<file path="src/rtl/pixel_stream_sink.sv">
// Pixel stream sink: clips renderer pixels, queues them, and writes them in order to a 320x240x3 frame buffer; also runs a full-screen clear.
// Latency: a pixel accepted at edge E is presented on fb_we/fb_addr/fb_data from edge E+1 onwards, at 1 write/cycle while fb_grant=1.
// Backpressure: ready drops when the FIFO is full or during drain/clear; fb_we holds address/data stable until fb_grant.
//
// Ports:
//   clk, reset                         clock, synchronous active-high reset
//   writeEn, x_stream, y_stream,
//   color_stream, ready                renderer pixel input (transfer on writeEn && ready)
//   clear                              clear-screen request (ignored unless in RUN)
//   fb_we, fb_addr, fb_data, fb_grant  frame-buffer write port (write done on fb_we && fb_grant)
//   busy, clear_done, clipped_count    status
module pixel_stream_sink #(
    parameter int          FIFO_DEPTH  = 8,
    parameter int          SCREEN_W    = 320,
    parameter int          SCREEN_H    = 240,
    parameter logic [2:0]  CLEAR_COLOR = 3'b000
) (
    input  logic        clk,
    input  logic        reset,
    input  logic        writeEn,
    input  logic [8:0]  x_stream,
    input  logic [7:0]  y_stream,
    input  logic [2:0]  color_stream,
    output logic        ready,
    input  logic        clear,
    output logic        fb_we,
    output logic [16:0] fb_addr,
    output logic [2:0]  fb_data,
    input  logic        fb_grant,
    output logic        busy,
    output logic        clear_done,
    output logic [15:0] clipped_count
);

    localparam int AW    = (FIFO_DEPTH > 1) ? $clog2(FIFO_DEPTH) : 1;
    localparam int CNT_W = AW + 1;

    localparam logic [9:0]      X_LIM     = 10'(SCREEN_W);
    localparam logic [8:0]      Y_LIM     = 9'(SCREEN_H);
    localparam logic [16:0]     LAST_ADDR = 17'(SCREEN_W * SCREEN_H - 1);
    localparam logic [CNT_W-1:0] FULL_CNT = CNT_W'(FIFO_DEPTH);

    typedef enum logic [1:0] {
        ST_RUN   = 2'd0,
        ST_DRAIN = 2'd1,
        ST_CLEAR = 2'd2
    } state_t;

    typedef struct packed {
        logic [16:0] addr;
        logic [2:0]  color;
    } pix_t;

    // ------------------------------------------------------------------
    // State
    // ------------------------------------------------------------------
    state_t           state_q;

    pix_t             fifo_mem_q [FIFO_DEPTH];
    logic [AW-1:0]    wr_ptr_q;
    logic [AW-1:0]    rd_ptr_q;
    logic [CNT_W-1:0] count_q;

    // Output register doubles as the clear address counter in CLEAR,
    // so fb_* always come straight from flops.
    logic             out_vld_q;
    logic [16:0]      out_addr_q;
    logic [2:0]       out_data_q;

    logic             clear_done_q;
    logic [15:0]      clip_cnt_q;
    logic [15:0]      clip_cnt_d;

    // ------------------------------------------------------------------
    // Input side: handshake, clipping, address generation
    // ------------------------------------------------------------------
    logic        fifo_full;
    logic        fifo_empty;
    logic        accept;
    logic        in_range;
    logic        push;
    logic        clip;
    logic        pop;
    logic        out_free;
    logic [16:0] pix_addr;
    pix_t        push_dat;
    pix_t        head_dat;

    assign fifo_full  = (count_q == FULL_CNT);
    assign fifo_empty = (count_q == '0);

    // ready depends only on flops; no combinational path from writeEn or fb_grant.
    assign ready  = (state_q == ST_RUN) && !fifo_full;
    assign accept = writeEn && ready;

    assign in_range = ({1'b0, x_stream} < X_LIM) && ({1'b0, y_stream} < Y_LIM);
    assign push     = accept && in_range;
    assign clip     = accept && !in_range;

    // Constant multiply; at SCREEN_W=320 this reduces to (y<<8)+(y<<6)+x.
    assign pix_addr = 17'(y_stream) * 17'(SCREEN_W) + 17'(x_stream);

    assign push_dat.addr  = pix_addr;
    assign push_dat.color = color_stream;
    assign head_dat       = fifo_mem_q[rd_ptr_q];

    // Output register can take a new entry when empty or when its write completes now.
    assign out_free = !out_vld_q || fb_grant;
    // In CLEAR the output register carries clear writes; the FIFO is empty there anyway.
    assign pop      = !fifo_empty && out_free && (state_q != ST_CLEAR);

    // ------------------------------------------------------------------
    // Pixel FIFO
    // ------------------------------------------------------------------
    always_ff @(posedge clk) begin
        if (push) begin
            fifo_mem_q[wr_ptr_q] <= push_dat;
        end
    end

    always_ff @(posedge clk) begin
        if (reset) begin
            wr_ptr_q <= '0;
            rd_ptr_q <= '0;
            count_q  <= '0;
        end else begin
            if (push) begin
                wr_ptr_q <= wr_ptr_q + AW'(1);
            end
            if (pop) begin
                rd_ptr_q <= rd_ptr_q + AW'(1);
            end
            case ({push, pop})
                2'b10:   count_q <= count_q + CNT_W'(1);
                2'b01:   count_q <= count_q - CNT_W'(1);
                default: count_q <= count_q;
            endcase
        end
    end

    // ------------------------------------------------------------------
    // Control FSM and output register
    // ------------------------------------------------------------------
    always_ff @(posedge clk) begin
        if (reset) begin
            state_q      <= ST_RUN;
            out_vld_q    <= 1'b0;
            out_addr_q   <= '0;
            out_data_q   <= '0;
            clear_done_q <= 1'b0;
        end else begin
            clear_done_q <= 1'b0;
            case (state_q)
                ST_RUN, ST_DRAIN: begin
                    if (pop) begin
                        out_vld_q  <= 1'b1;
                        out_addr_q <= head_dat.addr;
                        out_data_q <= head_dat.color;
                    end else if (out_vld_q && fb_grant) begin
                        out_vld_q <= 1'b0;
                    end

                    if (state_q == ST_RUN) begin
                        if (clear) begin
                            state_q <= ST_DRAIN;
                        end
                    end else if (fifo_empty && !out_vld_q) begin
                        // Everything queued before the clear has been written.
                        state_q    <= ST_CLEAR;
                        out_vld_q  <= 1'b1;
                        out_addr_q <= '0;
                        out_data_q <= CLEAR_COLOR;
                    end
                end

                ST_CLEAR: begin
                    if (fb_grant) begin
                        if (out_addr_q == LAST_ADDR) begin
                            out_vld_q    <= 1'b0;
                            clear_done_q <= 1'b1;
                            state_q      <= ST_RUN;
                        end else begin
                            out_addr_q <= out_addr_q + 17'd1;
                        end
                    end
                end

                default: begin
                    state_q   <= ST_RUN;
                    out_vld_q <= 1'b0;
                end
            endcase
        end
    end

    // ------------------------------------------------------------------
    // Clipped-pixel counter, saturating
    // ------------------------------------------------------------------
    always_comb begin
        clip_cnt_d = clip_cnt_q;
        if (clip && (clip_cnt_q != 16'hFFFF)) begin
            clip_cnt_d = clip_cnt_q + 16'd1;
        end
    end

    always_ff @(posedge clk) begin
        if (reset) begin
            clip_cnt_q <= '0;
        end else begin
            clip_cnt_q <= clip_cnt_d;
        end
    end

    // ------------------------------------------------------------------
    // Outputs
    // ------------------------------------------------------------------
    assign fb_we         = out_vld_q;
    assign fb_addr       = out_addr_q;
    assign fb_data       = out_data_q;
    assign clear_done    = clear_done_q;
    assign clipped_count = clip_cnt_q;
    assign busy          = (state_q != ST_RUN) || !fifo_empty || out_vld_q;

endmodule
</file>
<file path="config.mk">
export PLATFORM = sky130hd
export DESIGN_NAME = pixel_stream_sink
export DESIGN_NICKNAME = d
export VERILOG_FILES = /design/src/rtl/pixel_stream_sink.sv
export SDC_FILE = /design/constraint.sdc
export NUM_CORES = 1
export LEC_CHECK = 0
export CORE_ASPECT_RATIO = 1.4
export CORE_MARGIN = 3
export CORE_UTILIZATION = 53
export CTS_CLUSTER_SIZE = 24
export DETAILED_ROUTE_END_ITERATION = 16
export GPL_ROUTABILITY_DRIVEN = 0
export PLACE_DENSITY = 0.78
export SLEW_MARGIN = 20
export SYNTH_ARGS = -nofsm -noshare
export SYNTH_HDL_FRONTEND = slang
export SYNTH_SLANG_ARGS = --single-unit
</file>
<file path="constraint.sdc">
create_clock -name clk -period 4.19 [get_ports clk]
set_input_delay 1.0475 -clock clk [delete_from_list [all_inputs] [get_ports clk]]
set_output_delay 1.0475 -clock clk [all_outputs]
set_load 0.02 [all_outputs]
</file>
==> out/metrics.sh, run 1 <==
RUN_STATUS='finished clean'
FIRST_PASS_ITERS=6
VIAS_IN_THE_FIRST_GLOBAL_ROUTE=6159
ROUTE.DETAILED.WL_PER_INST_UM=20.99
POWER_DENSITY_nW_PER_UM2=612.3
TRITONCTS='done'
CRITICAL_PATH.STARTPOINT='x_stream[7]'
YOSYS_REGISTER_BITS=213
FILLERINSTANCES=1220
AREA_GROW_SYN2LAYOUT_PCT=18.48
WORST_SETUP_PATH_END_KIND='register'
CLOCK_TREE.BUFFER_DEPTH=3
WORST_HOLD_LAUNCH='rd_ptr_q[1]'
WORST_EP_REQUIRED_TIME_NS=4.62
POST_ROUTE_CELLS_DRIVE_ABOVE_1_SHARE=0.1502
LARGEST_NET_DEGREE_AT_THE_START_OF_GLOBAL_ROUTING=29
PRE_CTS_SLACK_NS=0.1650
TIMING.CRITICAL_PATH.ARRIVAL_NS=4.00
CRITICAL_PATH.REG2REG.ENDPOINT='count_q[3]'
SYNTH_AREA_PER_CELL_SQ_UM=14.14
SYNTH_SEQ_AREA_SHARE=0.6174
DETAIL_ROUTE.DRC_VIOLATIONS=0
CRITICAL-PATH-TOP-DELAY-FAMILY='compound AO/OA/AOI/OAI gates'
SETUP-TNS-FINAL_NS=0
DIODES=0
CLOCK_INSERTION_DELAY_WORST_SKEW_NS=0.49
SYNTHDISTINCTLIBCELLS=65
FINALWIRELENGTH_MM=20.88
DRTITER0DRC=759
MAX-CAP-VIOLATIONS=0
FMAX_MHz=279.7
FINAL_NETS=795
FLOORPLAN.INITIALDENSITY=0.5437
GRT_ANTENNA_BEFORE_REPAIR=0
WORST_PATH_MAX_DELAY_CELL='sky130_fd_sc_hd__o21ai_0'
RSZ0062_AT_GRT='false'
GRT-OVFL-TOTAL=0
WORST_IR_DROP_ON_VDD_V=0.0003276
TOTAL_LEAKAGE_POWER_nW=3.703
CLKSINKCOUNT=213
GRT_USE_TOTAL=0.2142
TIMING_WORST_SLEW_PIN_VALUE_NS=1.088
REGTOREGSETUPSLACK_NS=1.25
VIAS=6218
CRIT_END='count_q[3]'
WORST_R2R_STARTPOINT='state_q[1]'
CTS-BUFFERS-INSERTED=20
PLACE.DETAILED.HPWL_MM=13.28
CTS_REPAIR_RESIZE_COUNT=0
SYNTH_WARNINGS=0
CPPEAKSTAGEDELAY_NS=0.65
CLOCK_PERIOD_MINUS_FINAL_WORST_SETUP_SLACK_NS=3.576
CTS_HOLD_REPAIR.BUFFERS=0
WORSTSETUPPATHTYPE='in -> reg'
WORSTPATHCELLLIST='clkdlybuf4s50_1, o21ai_0, nand2_1, nor2_1, inv_1, ha_1, ha_1, a21o_1, a21oi_1, xnor2_1, or3_1, a21oi_1'
KIND_OF_START_POINT_OF_THE_CRITICAL_PATH='primary input'
MIN-DELAY-PATH-CLASS='reg -> reg'
MAX_TRANSITION_MARGIN=0.2735
LAYOUT_COMMON_CELLS='160 x sky130_fd_sc_hd__edfxtp_1, 64 x sky130_fd_sc_hd__clkdlybuf4s50_1, 52 x sky130_fd_sc_hd__dfxtp_1, 47 x sky130_fd_sc_hd__nor2_1, 40 x sky130_fd_sc_hd__mux4_2'
POST_CTS_BUFFERS=0
SYNTHESIS.NETS=722
NETLIST_TOP_CELLS_AREA='sky130_fd_sc_hd__edfxtp_1 51%, sky130_fd_sc_hd__dfxtp_1 11%, sky130_fd_sc_hd__mux4_2 9.5%, sky130_fd_sc_hd__ha_1 2.9%, sky130_fd_sc_hd__nor2_1 1.9%'
WP_DEPTH=12
WORSTPATHMAXFANOUT=3
ASYNC_FLOP_SHARE=0
FINAL_ANTENNA_NET_COUNT=0
FIN_WS_NS=0.6143
HTREE_NUM_LEVELS=1
DIE-WIDTH_UM=119.2
SYNTH_LARGEST_AREA_CELL='sky130_fd_sc_hd__edfxtp_1'
CTS-ROOT-BUF='sky130_fd_sc_hd__clkbuf_16'
DRV_SLEW=0
SKEW_NS=0.01243
SYNTH_TOP_AREA_SHARE=0.5057
SYNTHESIS.INSTANCES=672
PORTION_OF_THE_CLOCK_CYCLE_CONSUMED_BY_THE_WORST_PATH_IN_THE_FINAL_LAYOUT=0.8534
CLK_PIN_SLEW_NS=0.06
MOSTFREQUENTLAYOUTCELL='sky130_fd_sc_hd__edfxtp_1'
SYNTH-EDFF-COUNT=160
CP.BUFFERS_INVERTERS=2
DIE_Y_UM=164.4
SYNTHFLOPTYPE='sky130_fd_sc_hd__edfxtp_1'
POWER_W=0.006892
HOLD_VIOLATIONS=0
AVGVIACOUNTPERCELL=6.249
PLACE_INST=959
TIMING.HOLD.WS_NS=0.5018
COREAREA_SQ_UM=17470
TIMING.REG2REG.WORST_PATH_DEPTH=11
SYN_AREA_SQ_UM=9500
DESIGN.PORTCOUNT=65
SETUP_VIOLATIONS=0
DIE-AREA_SQ_UM=19590
LAYOUT.CELLS.NON_FILLER=995
GRT_PASS1_WL_MM=32.96
FLOORPLAN.ROWS=57
IO_BUFFER_COUNT=64
==> tightest hold or removal path, cell delays in order (launching register included) <==
cell and delay, ns:
sky130_fd_sc_hd__dfxtp_1 0.32, sky130_fd_sc_hd__nand2_1 0.06, sky130_fd_sc_hd__a21oi_1 0.07
==> cells in the mapped netlist, types with 15 or more instances <==
| cell type | number |
|---|---|
| sky130_fd_sc_hd__dfxtp_1 | 53 |
| sky130_fd_sc_hd__edfxtp_1 | 160 |
| sky130_fd_sc_hd__nand3_1 | 16 |
| sky130_fd_sc_hd__nand2_1 | 26 |
| sky130_fd_sc_hd__o21ai_0 | 23 |
| sky130_fd_sc_hd__xnor2_1 | 15 |
| sky130_fd_sc_hd__nor2_1 | 48 |
| sky130_fd_sc_hd__mux4_2 | 40 |
| sky130_fd_sc_hd__ha_1 | 22 |
| sky130_fd_sc_hd__inv_1 | 22 |
| sky130_fd_sc_hd__a21oi_1 | 33 |
| sky130_fd_sc_hd__clkbuf_1 | 20 |
==> layout make-up <==
class	count	area, sq um	area share
repair buffers	83	795.8	0.07070
clock inverters	13	193.9	0.01723
flip-flops and latches	213	5867	0.5212
multi-input cells	405	3488	0.3099
inverters	22	82.58	0.007337
well taps	236	295.3	0.02623
clock buffers	23	533.0	0.04735
==> report_power, final <==
part,internal (W),switching (W)
logic,0.000946,0.00116
registers,0.00251,0.000298
clock network,0.00123,0.000748
total,0.00468,0.00221
==> registers in the layout, summed over array words and instances, names as in the netlist, named ones only <==
| signal | cells |
|---|---|
| clear_done | 1 |
| clipped_count | 16 |
| count_q | 4 |
| fb_addr | 17 |
| fb_data | 3 |
| fb_we | 1 |
| fifo_mem_q | 160 |
| rd_ptr_q | 3 |
| state_q | 2 |
| wr_ptr_q | 3 |
==> cells by family (layout without fill, tap and decap cells) <==
group	after synthesis	in the layout	synth area share
flip-flops	213	213	0.6174
AND/OR/NAND/NOR	166	166	0.09048
AO/OA/AOI/OAI	129	129	0.09483
multiplexers	57	57	0.1137
buffers and inverters	54	141	0.02252
XOR/XNOR	28	28	0.02581
adder cells (fa/ha/maj)	25	25	0.03530
==> layer usage <==
layer	share of wire	up-vias	GRT usage	routed length (um)
li1	-	2785	-	-
met1	0.37	3072	0.2511	7824
met5	0	-	0	0
met2	0.52	300	0.3831	10830
met3	0.073	61	0.03529	1527
met4	0.034	0	0.1038	701
==> stage by stage <==
step                      area (sq um)  utilization
after floorplan                   9519            -
after global placement           10530       0.6026
after detailed placement         10530       0.6026
after CTS                        11260       0.6442
after global routing             11260       0.6442
final                            11260       0.6442
==> worst min-delay path by stage <==
stage | end | depth (start not counted) | slack [ns]
2_1_floorplan | register | 2 | 0.45
3_3_place_gp | rd_ptr_q[1] | 2 | 0.47
3_5_place_dp | register | 2 | 0.49
4_1_cts | rd_ptr_q[1] | 2 | 0.50
5_1_grt | fb_data[2] | 2 | 0.53
6_report | rd_ptr_q[1] | 2 | 0.50
(Power assumes the default switching activity.)
==> inputs of run 2 (changes only) <==
CELL_PAD_IN_SITES_DETAIL_PLACEMENT = 1   (was default)
CELL_PAD_IN_SITES_GLOBAL_PLACEMENT = 1   (was default)
CORE_UTILIZATION = 44   (was 53)
PLACE_DENSITY = 0.77   (was 0.78)
==> out/metrics.sh, run 2 (synthesis results as in run 1) <==
CTS-ROOT-BUF='sky130_fd_sc_hd__clkbuf_16'
WORST_R2R_STARTPOINT='state_q[1]'
DRTITER0DRC=473
DRV_SLEW=0
ROUTE.DETAILED.WL_PER_INST_UM=23.27
POST_CTS_BUFFERS=0
FLIP_FLOP_COUNT_OF_THE_LARGEST_REGISTER_AFTER_LAYOUT=160
DESIGN.PORTCOUNT=65
CLOCK_PERIOD_MINUS_FINAL_WORST_SETUP_SLACK_NS=3.567
DETAIL_ROUTE.DRC_VIOLATIONS=0
SEQ_POWER_SHARE=0.417
WORSTSETUPPATHTYPE='in -> reg'
COREAREA_SQ_UM=21200
WORST_PATH_MAX_DELAY_CELL='sky130_fd_sc_hd__xor2_1'
FLOORPLAN.ROWS=63
WORST_EP_REQUIRED_TIME_NS=4.41
CPPEAKSTAGEDELAY_NS=0.47
DIODES=0
HOLD_VIOLATIONS=0
WORSTPATHCELLLIST='clkdlybuf4s50_1, ha_1, ha_1, fa_1, a211oi_1, o21bai_1, a21oi_1, xnor2_1, xor2_1'
CTS_HOLD_REPAIR.BUFFERS=0
SKEW_NS=0.01221
HOLD_DEPTH=2
POWER_INTERNAL_W=0.004464
IO_BUFFER_COUNT=64
CLOCK_TREE.BUFFER_DEPTH=3
WORST_SETUP_PATH_END_KIND='register'
MOSTFREQUENTLAYOUTCELL='sky130_fd_sc_hd__edfxtp_1'
FINAL_CORE_UTILIZATION=0.5283
WORSTPATHMAXFANOUT=8
PLACE.DETAILED.HPWL_MM=15.88
TIMING_WORST_SLEW_PIN_VALUE_NS=0.8414
FINAL_ANTENNA_NET_COUNT=0
GRT_PASS1_WL_MM=37.54
WORST_HOLD_LAUNCH='rd_ptr_q[1]'
POWER_DENSITY_nW_PER_UM2=601.4
LARGEST_NET_DEGREE_AT_THE_START_OF_GLOBAL_ROUTING=24
FMAX_MHz=280.4
CRITICAL_PATH.REG2REG.ENDPOINT='count_q[3]'
CRIT_PATH_FREQUENT_CELL='sky130_fd_sc_hd__ha_1'
POWER.SHARE.COMBINATIONAL=0.320
PROPORTION_OF_POWER_DRAWN_BY_THE_CLOCK_NETWORK=0.262
GRT-OVFL-TOTAL=0
DIE-AREA_SQ_UM=23420
AVGVIACOUNTPERCELL=6.061
FIRST_PASS_ITERS=4
TIMING.CRITICAL_PATH.ARRIVAL_NS=3.78
PORTION_OF_THE_CLOCK_CYCLE_CONSUMED_BY_THE_WORST_PATH_IN_THE_FINAL_LAYOUT=0.8513
SEQ_AREA_SQ_UM=5867
DIE_Y_UM=179.9
CP.BUFFERS_INVERTERS=1
VIAS=6194
GRT_USE_TOTAL=0.2045
POST_ROUTE_CELLS_DRIVE_ABOVE_1_SHARE=0.1509
CLK_PIN_SLEW_NS=0.06
DIE-WIDTH_UM=130.2
FILLERINSTANCES=2070
SETUP_VIOLATIONS=0
TRITONCTS='done'
HOLD_END='rd_ptr_q[1]'
GRT_ANTENNA_BEFORE_REPAIR=0
CRITICAL-PATH-TOP-DELAY-FAMILY='adder cells'
FLOORPLAN.INITIALDENSITY=0.4480
CLKSINKCOUNT=213
WP_DEPTH=9
FINALWIRELENGTH_MM=23.78
WORST_IR_DROP_ON_VDD_V=0.0003113
LARGEST-REGISTER='fifo_mem_q'
KIND_OF_START_POINT_OF_THE_CRITICAL_PATH='primary input'
SETUP-TNS-FINAL_NS=0
CTS_REPAIR_RESIZE_COUNT=0
TOTAL_LEAKAGE_POWER_nW=3.671
AREA_GROW_SYN2LAYOUT_PCT=17.91
TIMING.REG2REG.WORST_PATH_DEPTH=11
MIN-DELAY-PATH-CLASS='reg -> reg'
VIAS_IN_THE_FIRST_GLOBAL_ROUTE=6680
HTREE_NUM_LEVELS=1
POWER.SHARE.SWITCHING=0.3374
MAX_TRANSITION_MARGIN=0.4383
RSZ0062_AT_GRT='false'
TIMING.HOLD.WS_NS=0.5041
REGTOREGSETUPSLACK_NS=1.18
SWITCHINGPOWER_W=0.002273
MAX-CAP-VIOLATIONS=0
CTS-BUFFERS-INSERTED=21
COMBINED_AREA_OF_THE_MULTI_INPUT_LOGIC_CELLS_SQ_UM=3486
FINAL_NETS=800
LAYOUT_COMMON_CELLS='160 x sky130_fd_sc_hd__edfxtp_1, 64 x sky130_fd_sc_hd__clkdlybuf4s50_1, 52 x sky130_fd_sc_hd__dfxtp_1, 48 x sky130_fd_sc_hd__nor2_1, 40 x sky130_fd_sc_hd__mux4_2'
RUN_STATUS='finished clean'
CLOCK_INSERTION_DELAY_WORST_SKEW_NS=0.49
run 2: changes by cell type in the layout (fill, tap and decap cells not counted):
cell / change
sky130_fd_sc_hd__clkinv_2: +1
sky130_fd_sc_hd__nor2_2: -1
sky130_fd_sc_hd__clkbuf_8: +1
sky130_fd_sc_hd__clkinv_4: -1
sky130_fd_sc_hd__buf_4: +5
sky130_fd_sc_hd__buf_12: -1
sky130_fd_sc_hd__bufinv_16: -4
sky130_fd_sc_hd__clkinvlp_4: +1
sky130_fd_sc_hd__nor2_1: +1
sky130_fd_sc_hd__clkbuf_1: +1
run 2: layer usage:
metal  GRT usage  vias up  wire, um
met4     0.06947        0       708
met1      0.2543     3176      9382
met2      0.3619      178     12540
met3     0.02735       49      1148
li1            -     2791         -
met5           0        -         0
run 2: how the worst max path moves through the flow:
stage / start / slack, ns / endpoint
6_report: y_stream[1] / 0.62 / fifo_mem_q[0][18]
5_1_grt: y_stream[1] / 0.42 / fifo_mem_q[7][17]
4_1_cts: y_stream[1] / 0.63 / fifo_mem_q[7][17]
3_5_place_dp: y_stream[1] / 0.13 / fifo_mem_q[6][18]
3_3_place_gp: y_stream[1] / 0.32 / fifo_mem_q[0][17]
2_1_floorplan: writeEn / 0.32 / fifo_mem_q[6][0]
run 2: layout make-up:
| cell class | instances | share of cell area |
|---|---|---|
| multi-input combinational | 405 | 0.3112 |
| timing repair buffer | 87 | 0.07260 |
| clock inverter | 10 | 0.006925 |
| sequential | 213 | 0.5237 |
| clock buffer | 25 | 0.04915 |
| inverter | 22 | 0.007372 |
| tap | 260 | 0.02904 |
run 2: per-stage QoR:
step	area, sq um	setup WS [ns]	total power [W]	std cells
2_1_floorplan	9519	0.3205	0.004190	672
3_3_place_gp	10570	0.3226	0.004878	987
3_5_place_dp	10570	0.1296	0.004995	987
4_1_cts	11200	0.6310	0.006766	1022
5_1_grt	11200	0.4225	0.007069	1022
6_report	11200	0.6232	0.006736	1022
run 2: power by group through the flow:
stage	sequential, W	combinational [W]	clock, W
4_1_cts	0.00281	0.00216	0.00179
5_1_grt	0.00285	0.00235	0.00188
6_report	0.00281	0.00216	0.00177
3_3_place_gp	0.00282	0.00206	0
3_5_place_dp	0.00285	0.00214	0
2_1_floorplan	0.00281	0.00138	0
run 2: worst min-delay path, cell delays in order (launching register included):
cell and delay [ns]:
sky130_fd_sc_hd__dfxtp_1 0.31, sky130_fd_sc_hd__nand2_1 0.05, sky130_fd_sc_hd__a21oi_1 0.08
==> inputs of run 3 (changes only) <==
CTS_CLUSTER_SIZE = default   (was 24)
==> results of run 3 <==
No change in the layout: final DEF, timing and power equal those of run 2.
